`src/rtl/csi_pkg.sv`:
```
// Shared definitions for the CSI capture controller: state encodings, register
// word indices and bit positions inside the CMD/STAT/IRQ registers.
package csi_pkg;

  typedef enum logic [2:0] {
    ST_IDLE = 3'd0,
    ST_WAKE = 3'd1,
    ST_SYNC = 3'd2,
    ST_CAP  = 3'd3,
    ST_ERR  = 3'd4
  } cap_state_e;

  localparam logic [5:0] REG_CMD      = 6'h0;
  localparam logic [5:0] REG_STAT     = 6'h1;
  localparam logic [5:0] REG_SETTLE   = 6'h2;
  localparam logic [5:0] REG_FRM_NUM  = 6'h3;
  localparam logic [5:0] REG_FRM_CNT  = 6'h4;
  localparam logic [5:0] REG_TMO      = 6'h5;
  localparam logic [5:0] REG_IRQ_STAT = 6'h6;
  localparam logic [5:0] REG_IRQ_EN   = 6'h7;

  localparam int CMD_START_BIT = 0;
  localparam int CMD_STOP_BIT  = 1;

  localparam int STAT_OVF_BIT = 4;
  localparam int STAT_UDF_BIT = 5;
  localparam int STAT_TMO_BIT = 6;

  localparam int IRQ_DONE_BIT = 0;
  localparam int IRQ_ERR_BIT  = 1;

endpackage

```
`src/rtl/csi_cap_ctrl.sv`:
```
// CSI capture controller: register block plus the wake/sync/capture sequencer
// that gates SOF and pixel-valid into the capture path.
module csi_cap_ctrl
  import csi_pkg::*;
#(
  parameter int SETTLE_W = 16,
  parameter int TMO_W    = 24
) (
  input  logic        clk,
  input  logic        rst_n,
  input  logic        ibus_cs,
  input  logic        ibus_wr,
  input  logic [7:0]  ibus_addr,
  input  logic [31:0] ibus_wrdata,
  output logic [31:0] ibus_rddata,
  input  logic        sof_in,
  input  logic        vin,
  input  logic        fifo_ovf,
  input  logic        fifo_udf,
  output logic        vrst_n,
  output logic        enb,
  output logic        cap_sof,
  output logic        cap_vld,
  output logic        irq
);

  cap_state_e          state_q, state_d;
  logic [SETTLE_W-1:0] settle_cnt_q, settle_cnt_d;
  logic [TMO_W-1:0]    tmo_cnt_q, tmo_cnt_d, tmo_next;
  logic [15:0]         frm_cnt_q, frm_cnt_d;
  logic                stop_pend_q, stop_pend_d;
  logic                err_ovf_q, err_ovf_d;
  logic                err_udf_q, err_udf_d;
  logic                err_tmo_q, err_tmo_d;
  logic                vrst_n_q, vrst_n_d;
  logic                enb_q, enb_d;
  logic                cap_sof_q, cap_sof_d;
  logic                cap_vld_q, cap_vld_d;

  logic [SETTLE_W-1:0] settle_q, settle_d;
  logic [15:0]         frm_num_q, frm_num_d;
  logic [TMO_W-1:0]    tmo_q, tmo_d;
  logic [1:0]          irq_en_q, irq_en_d;
  logic [1:0]          irq_stat_q, irq_stat_d;
  logic [1:0]          irq_hw_set, irq_w1c;

  logic       wr_en, start_cmd, stop_cmd, fifo_err, tmo_hit, frames_done;
  logic [5:0] word;
  logic       unused_bus_bits;

  assign word            = ibus_addr[7:2];
  assign wr_en           = ibus_cs & ibus_wr;
  assign start_cmd       = wr_en && (word == REG_CMD) && ibus_wrdata[CMD_START_BIT];
  assign stop_cmd        = wr_en && (word == REG_CMD) && ibus_wrdata[CMD_STOP_BIT];
  assign fifo_err        = fifo_ovf | fifo_udf;
  assign tmo_next        = tmo_cnt_q + 1'b1;
  // Compare against the incremented count so the timeout fires exactly TMO
  // cycles after the last SOF (or after entering SYNC).
  assign tmo_hit         = (tmo_q != '0) && (tmo_next == tmo_q);
  assign frames_done     = (frm_num_q != 16'd0) && (frm_cnt_q == frm_num_q);
  assign unused_bus_bits = ^{ibus_addr[1:0], ibus_wrdata};

  always_comb begin
    state_d      = state_q;
    settle_cnt_d = settle_cnt_q;
    tmo_cnt_d    = tmo_cnt_q;
    frm_cnt_d    = frm_cnt_q;
    stop_pend_d  = stop_pend_q;
    err_ovf_d    = err_ovf_q;
    err_udf_d    = err_udf_q;
    err_tmo_d    = err_tmo_q;
    cap_sof_d    = 1'b0;
    irq_hw_set   = '0;

    case (state_q)
      ST_IDLE: begin
        // STOP in the same write cancels START.
        if (start_cmd && !stop_cmd) begin
          state_d      = ST_WAKE;
          settle_cnt_d = '0;
          frm_cnt_d    = '0;
        end
      end
      ST_WAKE: begin
        if (stop_cmd) begin
          state_d = ST_IDLE;
        end else if (settle_cnt_q == settle_q) begin
          state_d   = ST_SYNC;
          tmo_cnt_d = '0;
        end else begin
          settle_cnt_d = settle_cnt_q + 1'b1;
        end
      end
      ST_SYNC: begin
        tmo_cnt_d = tmo_next;
        if (fifo_err) begin
          state_d                 = ST_ERR;
          err_ovf_d               = err_ovf_q | fifo_ovf;
          err_udf_d               = err_udf_q | fifo_udf;
          irq_hw_set[IRQ_ERR_BIT] = 1'b1;
        end else if (stop_cmd) begin
          state_d = ST_IDLE;
        end else if (sof_in) begin
          state_d   = ST_CAP;
          frm_cnt_d = 16'd1;
          cap_sof_d = 1'b1;
          tmo_cnt_d = '0;
        end else if (tmo_hit) begin
          state_d                 = ST_ERR;
          err_tmo_d               = 1'b1;
          irq_hw_set[IRQ_ERR_BIT] = 1'b1;
        end
      end
      ST_CAP: begin
        tmo_cnt_d = tmo_next;
        if (stop_cmd) stop_pend_d = 1'b1;
        if (fifo_err) begin
          state_d                 = ST_ERR;
          err_ovf_d               = err_ovf_q | fifo_ovf;
          err_udf_d               = err_udf_q | fifo_udf;
          irq_hw_set[IRQ_ERR_BIT] = 1'b1;
        end else if (sof_in) begin
          tmo_cnt_d = '0;
          if (stop_pend_q || stop_cmd || frames_done) begin
            state_d                  = ST_IDLE;
            irq_hw_set[IRQ_DONE_BIT] = 1'b1;
          end else begin
            frm_cnt_d = frm_cnt_q + 16'd1;
            cap_sof_d = 1'b1;
          end
        end else if (tmo_hit) begin
          state_d                 = ST_ERR;
          err_tmo_d               = 1'b1;
          irq_hw_set[IRQ_ERR_BIT] = 1'b1;
        end
      end
      ST_ERR: begin
        if (stop_cmd) begin
          state_d   = ST_IDLE;
          err_ovf_d = 1'b0;
          err_udf_d = 1'b0;
          err_tmo_d = 1'b0;
        end
      end
      default: state_d = ST_IDLE;
    endcase

    if (state_d != ST_CAP) stop_pend_d = 1'b0;
    if ((state_d != ST_SYNC) && (state_d != ST_CAP)) tmo_cnt_d = '0;

    // Outputs are decoded from the next state so they line up with state_q.
    vrst_n_d  = (state_d == ST_WAKE) || (state_d == ST_SYNC) || (state_d == ST_CAP);
    enb_d     = (state_d == ST_SYNC) || (state_d == ST_CAP);
    cap_vld_d = vin && (state_q == ST_CAP);
  end

  always_comb begin
    settle_d  = settle_q;
    frm_num_d = frm_num_q;
    tmo_d     = tmo_q;
    irq_en_d  = irq_en_q;
    irq_w1c   = '0;
    if (wr_en) begin
      case (word)
        REG_SETTLE:   settle_d  = ibus_wrdata[SETTLE_W-1:0];
        REG_FRM_NUM:  frm_num_d = ibus_wrdata[15:0];
        REG_TMO:      tmo_d     = ibus_wrdata[TMO_W-1:0];
        REG_IRQ_EN:   irq_en_d  = ibus_wrdata[1:0];
        REG_IRQ_STAT: irq_w1c   = ibus_wrdata[1:0];
        default: ;
      endcase
    end
  end

  // A hardware event in the same cycle as a W1C keeps the bit set.
  for (genvar gi = 0; gi < 2; gi++) begin : g_irq_bit
    assign irq_stat_d[gi] = irq_hw_set[gi] | (irq_stat_q[gi] & ~irq_w1c[gi]);
  end

  always_comb begin
    ibus_rddata = '0;
    if (ibus_cs) begin
      case (word)
        REG_STAT: begin
          ibus_rddata[2:0]          = state_q;
          ibus_rddata[STAT_OVF_BIT] = err_ovf_q;
          ibus_rddata[STAT_UDF_BIT] = err_udf_q;
          ibus_rddata[STAT_TMO_BIT] = err_tmo_q;
        end
        REG_SETTLE:   ibus_rddata[SETTLE_W-1:0] = settle_q;
        REG_FRM_NUM:  ibus_rddata[15:0]         = frm_num_q;
        REG_FRM_CNT:  ibus_rddata[15:0]         = frm_cnt_q;
        REG_TMO:      ibus_rddata[TMO_W-1:0]    = tmo_q;
        REG_IRQ_STAT: ibus_rddata[1:0]          = irq_stat_q;
        REG_IRQ_EN:   ibus_rddata[1:0]          = irq_en_q;
        default: ;
      endcase
    end
  end

  always_ff @(posedge clk) begin
    if (!rst_n) begin
      state_q      <= ST_IDLE;
      settle_cnt_q <= '0;
      tmo_cnt_q    <= '0;
      frm_cnt_q    <= '0;
      stop_pend_q  <= 1'b0;
      err_ovf_q    <= 1'b0;
      err_udf_q    <= 1'b0;
      err_tmo_q    <= 1'b0;
      vrst_n_q     <= 1'b0;
      enb_q        <= 1'b0;
      cap_sof_q    <= 1'b0;
      cap_vld_q    <= 1'b0;
      settle_q     <= '0;
      frm_num_q    <= '0;
      tmo_q        <= '0;
      irq_en_q     <= '0;
      irq_stat_q   <= '0;
    end else begin
      state_q      <= state_d;
      settle_cnt_q <= settle_cnt_d;
      tmo_cnt_q    <= tmo_cnt_d;
      frm_cnt_q    <= frm_cnt_d;
      stop_pend_q  <= stop_pend_d;
      err_ovf_q    <= err_ovf_d;
      err_udf_q    <= err_udf_d;
      err_tmo_q    <= err_tmo_d;
      vrst_n_q     <= vrst_n_d;
      enb_q        <= enb_d;
      cap_sof_q    <= cap_sof_d;
      cap_vld_q    <= cap_vld_d;
      settle_q     <= settle_d;
      frm_num_q    <= frm_num_d;
      tmo_q        <= tmo_d;
      irq_en_q     <= irq_en_d;
      irq_stat_q   <= irq_stat_d;
    end
  end

  assign vrst_n  = vrst_n_q;
  assign enb     = enb_q;
  assign cap_sof = cap_sof_q;
  assign cap_vld = cap_vld_q;
  assign irq     = |(irq_stat_q & irq_en_q);

endmodule

```
`config.mk`:
```
export PLATFORM = sky130hd
export DESIGN_NAME = csi_cap_ctrl
export DESIGN_NICKNAME = d
export VERILOG_FILES = /design/src/rtl/csi_pkg.sv /design/src/rtl/csi_cap_ctrl.sv
export SDC_FILE = /design/constraint.sdc
export NUM_CORES = 1
export LEC_CHECK = 0
export BUFFER_PORTS_ARGS = -buffer_cell sky130_fd_sc_hd__buf_2
export CAP_MARGIN = 20
export CORE_MARGIN = 2
export CORE_UTILIZATION = 50
export CTS_CLUSTER_SIZE = 14
export DETAILED_ROUTE_END_ITERATION = 6
export GPL_TIMING_DRIVEN = 0
export PLACE_DENSITY = 0.7
export SETUP_SLACK_MARGIN = 0.02
export SLEW_MARGIN = 10
export SYNTH_ARGS = -nofsm -noshare
export SYNTH_HDL_FRONTEND = slang
export SYNTH_SLANG_ARGS = --single-unit
```
`constraint.sdc`:
```
create_clock -name clk -period 4 [get_ports clk]
set_input_delay 0.6 -clock clk [delete_from_list [all_inputs] [get_ports clk]]
set_output_delay 0.6 -clock clk [all_outputs]
set_load 0.02 [all_outputs]
```
==> reports/qor_table.md <==
| Step | Result | This run |
| --- | --- | --- |
| finish | Most common cell after layout, fill and taps aside | nand2_1 |
| clocking | Total number of H-tree levels | 4 |
| setup path | Kind of cell adding the most delay to the critical path | simple AND/OR/NAND/NOR gates |
| global route | Initial antenna violation count | 0 |
| setup path | Cells along the critical path | buf_2, nand4_1, nor3_1, and3_1, mux2i_1, o211a_1, nor4bb_1, or2_1, buf_6, buf_6, o21ai_2 |
| clocking | TritonCTS buffer count | 17 |
| global route | GR met1 Demand/Resource | 41.40% |
| place | Final GP Congestion | 0.9387 |
| floorplanning | Total die area | 0.01653 mm2 |
| setup path | Required time at the worst-slack endpoint | 4.32 ns |
| clocking | Max Buffers Root-to-Sink | 2 |
| finish | Post-route cell area | 0.008885 mm2 |
| setup path | Worst EP arrival | 3.83 ns |
| sta | RSZ-0062 raised after global routing | no |
| pwr | Total power per unit cell area | 316.7 mW/mm2 |
| detailed routing | ANT nets after route | 0 |
| clocking | # Post-CTS Setup Buffers | 0 |
| floorplanning | Starting utilization of the core area | 51.04% |
| synthesis | Predominant post-synthesis flop cell | dfxtp_1 |
| place | DP Area | 0.008341 mm2 |
| clocking | Root Buffer | clkbuf_16 |
| finish | Number of nets in the finished design | 1,119 |
| finish | Count of fill cells added during filler insertion | 1,428 |
| global route | Most crowded layer after global routing | met2 |
| setup path | CP startpoint kind | register |
| global route | GRT Residual Overflow | 0 |
| detailed routing | Post-DR vias/cell | 5.875 |
| synthesis | Cell area after synthesis | 0.007759 mm2 |
| finish | Antenna cells | 0 |
| global route | Fraction of met3 tracks used by global routing | 5.821% |
| detailed routing | Routed Wire Length | 23,330 um |
| synthesis | Avg Cell Area, Syn | 7.933 um2 |
| synthesis | Fraction of registers with async set or reset after synthesis | 0% |
| clocking | Sink count of the clock tree | 127 |
| clocking | Clock transition at the register clock pins on the worst setup and hold paths after CTS | 0.06 ns |
| clocking | Latest clock arrival within the worst-skew pair | 0.43 ns |
| status | Run status | complete, no violations |
| setup path | Kind of critical path | register to register |
| detailed routing | Mean routed wirelength per cell | 18.38 um |
| setup path | Crit path capture type | register |
| hold path | Hold WC Path Type | input port to register |
| global route | Maximum number of pins on one net before global-route repair | 17 |
| sta | Final cycle utilization of the critical path | 87.81% |
| clocking | Resized cells post-CTS | 0 |
| sta | Actual slew at the worst max-slew pin | 1.062 ns |
| global route | First-pass GRT wire length | 36,780 um |
| clocking | TritonCTS clock tree | yes |
| floorplanning | DIE WIDTH | 128.6 um |
| finish | Fraction of final layout cells sized beyond drive strength 1 | 14.34% |
| setup path | Largest stage delay, worst path | 0.71 ns |
| place | Placed wire-length estimate after detailed placement | 17,790 um |
| global route | Routing usage on met2 | 44.15% |
| floorplanning | Die Ht | 128.6 um |
| pwr | Lkg Pwr | 3.186 nW |
| global route | Number of global-route vias before repair | 6,631 |
| sta | Headroom to the max-slew limit | 28.43% |
| global route | Total GRT Usage | 28.77% |
| setup path | Cell type of the slowest stage on the worst timing path | nor3_1 |
| setup path | CP max FO | 10 |
| detailed routing | Post-route DRC | 0 |
| sta | Maximum clock frequency | 284.7 MHz |
| sta | Post-route setup TNS | 0 ns |
| synthesis | Count of flip-flops with a built-in enable after synthesis | 0 |
| sta | Final count of pins violating max slew | 0 |
| synthesis | Fraction of the yosys area taken by sequential cells | 32.77% |
| detailed routing | Vias | 7,455 |
| floorplanning | # IOs | 85 |
| sta | Final hold viol count | 0 |
| sta | Worst Clk Skew | 0.007874 ns |
| setup path | WP buf/inv | 3 |
| synthesis | Yosys warns | 0 |
| detailed routing | DRT Pass-1 Iters | 5 |
| place | PortBufs | 64 |
| run | Max-capacitance violation count | 0 |
| sta | Final setup vio count | 0 |
| detailed routing | Iteration-0 DRC Markers | 685 |
| synthesis | Count of different cell masters after synthesis | 74 |
| sta | Post-route minimum period | 3.512 ns |
| clocking | Total of hold buffers inserted after clock tree synthesis | 0 |
| floorplanning | Count of standard-cell rows | 45 |
| floorplanning | Core region area | 0.01520 mm2 |
| synthesis | Post-synthesis instance total | 978 |
| setup path | Critical path's most frequent cell | buf_6 |
| finish | Relative area change from synthesis to final layout | 14.51% |
| pwr | Maximum VDD drop | 0.0003359 V |
| synthesis | Synthesized flop and latch total | 127 |
| finish | Most frequent cells in the layout | nand2_1 (136), dfxtp_1 (127), buf_2 (75) |
==> path summary, 6_finish.rpt <==
kind / cells past startpoint / slack, ns / startpoint / to
hold reg to reg: 2 / 0.50 / err_ovf_q / err_ovf_q
setup / recovery: 11 / 0.49 / tmo_cnt_q[2] / vrst_n
setup reg to reg: 11 / 0.49 / tmo_cnt_q[2] / vrst_n
hold / removal: 3 / 0.40 / vin / cap_vld
==> synthesized netlist by cell type (6+ instances only) <==
cell,n,area share (%)
a21boi_0,46,4.5
a21oi_1,50,3.2
a22oi_1,15,1.5
a31oi_1,6,0.48
and2_1,19,1.5
and3_1,13,1.0
and4_1,9,1.0
buf_2,11,0.71
buf_4,11,1.1
clkbuf_1,45,2.2
dfxtp_1,127,33
inv_1,12,0.58
mux2_2,18,2.6
mux2i_1,22,2.8
nand2_1,136,6.6
nand3_1,27,1.7
nand3b_1,9,0.87
nand4_1,22,1.8
nor2_1,74,3.6
nor2b_1,28,2.3
nor3_1,16,1.0
nor4_1,18,1.5
o2111ai_1,7,0.79
o211ai_1,9,0.87
o21a_1,7,0.68
o21ai_0,43,2.8
or3_1,19,1.5
or4_1,6,0.58
xnor2_1,43,4.9
xor2_1,32,3.6
==> registers in the layout (all words and copies together), names as in the netlist <==
signal,cells
vrst_n,1
irq_stat_q,2
state_q,3
cap_vld,1
cap_sof,1
settle_cnt_q,16
frm_num_q,16
irq_en_q,2
frm_cnt_q,16
err_tmo_q,1
stop_pend_q,1
enb,1
tmo_cnt_q,24
settle_q,16
tmo_q,24
err_udf_q,1
err_ovf_q,1
==> cell type report <==
type	count	area, um2	share of cell area (%)
Buffer	75	362.8	4.084
Clock buffer	19	452.9	5.098
Clock inverter	13	91.34	1.028
Inverter	12	45.04	0.5070
Multi-Input combinational cell	771	4835	54.41
Sequential cell	127	2542	28.62
Tap cell	188	235.2	2.648
Timing Repair Buffer	64	320.3	3.605
==> where the power goes <==
part	internal (W)	switching (W)	total (W)
logic	0.0000443	0.0000745	0.000119
clock network	0.000821	0.000606	0.00143
registers	0.00127	0.00000207	0.00127
total	0.00213	0.000683	0.00281
==> through the flow <==
stage                     util, %  total power (W)  setup WS (ns)  cells  hold slack, ns
after floorplan                 -         0.001361          1.331    985          0.4533
after global placement      54.86         0.001412         0.5245   1237          0.4821
after detailed placement    54.86         0.001413         0.5473   1237          0.4923
after CTS                   58.44         0.002824         0.5347   1269          0.3886
after global routing        58.44         0.002903         0.2633   1269          0.3992
final                       58.44         0.002814         0.4877   1269          0.3963
==> routing by layer <==
| metal | wire, um | part of all wire (%) | vias to the layer above |
|---|---|---|---|
| met3 | 1739 | 7.5 | 29 |
| met1 | 10960 | 47 | 3472 |
| met2 | 10270 | 44 | 301 |
| li1 | - | - | 3653 |
| met4 | 357 | 1.5 | 0 |
| met5 | 0 | 0 | - |
==> kinds of logic after synthesis <==
kind of cell / Yosys count / synth area share, %
xor gates and xnor gates: 75 / 8.466
and+or+nand+nor: 422 / 28.06
other: 1 / 0.04833
buffers and inverters: 87 / 5.257
adders and majority gates: 3 / 0.4838
muxes: 42 / 6.031
AOI/OAI and AO/OA: 221 / 18.88
DFF: 127 / 32.77
==> tightest hold or removal path, cell delays in order <==
cell,delay (ns)
buf_2,0.08
nand2_1,0.04
nor2_1,0.06
(Power assumes the default switching activity.)
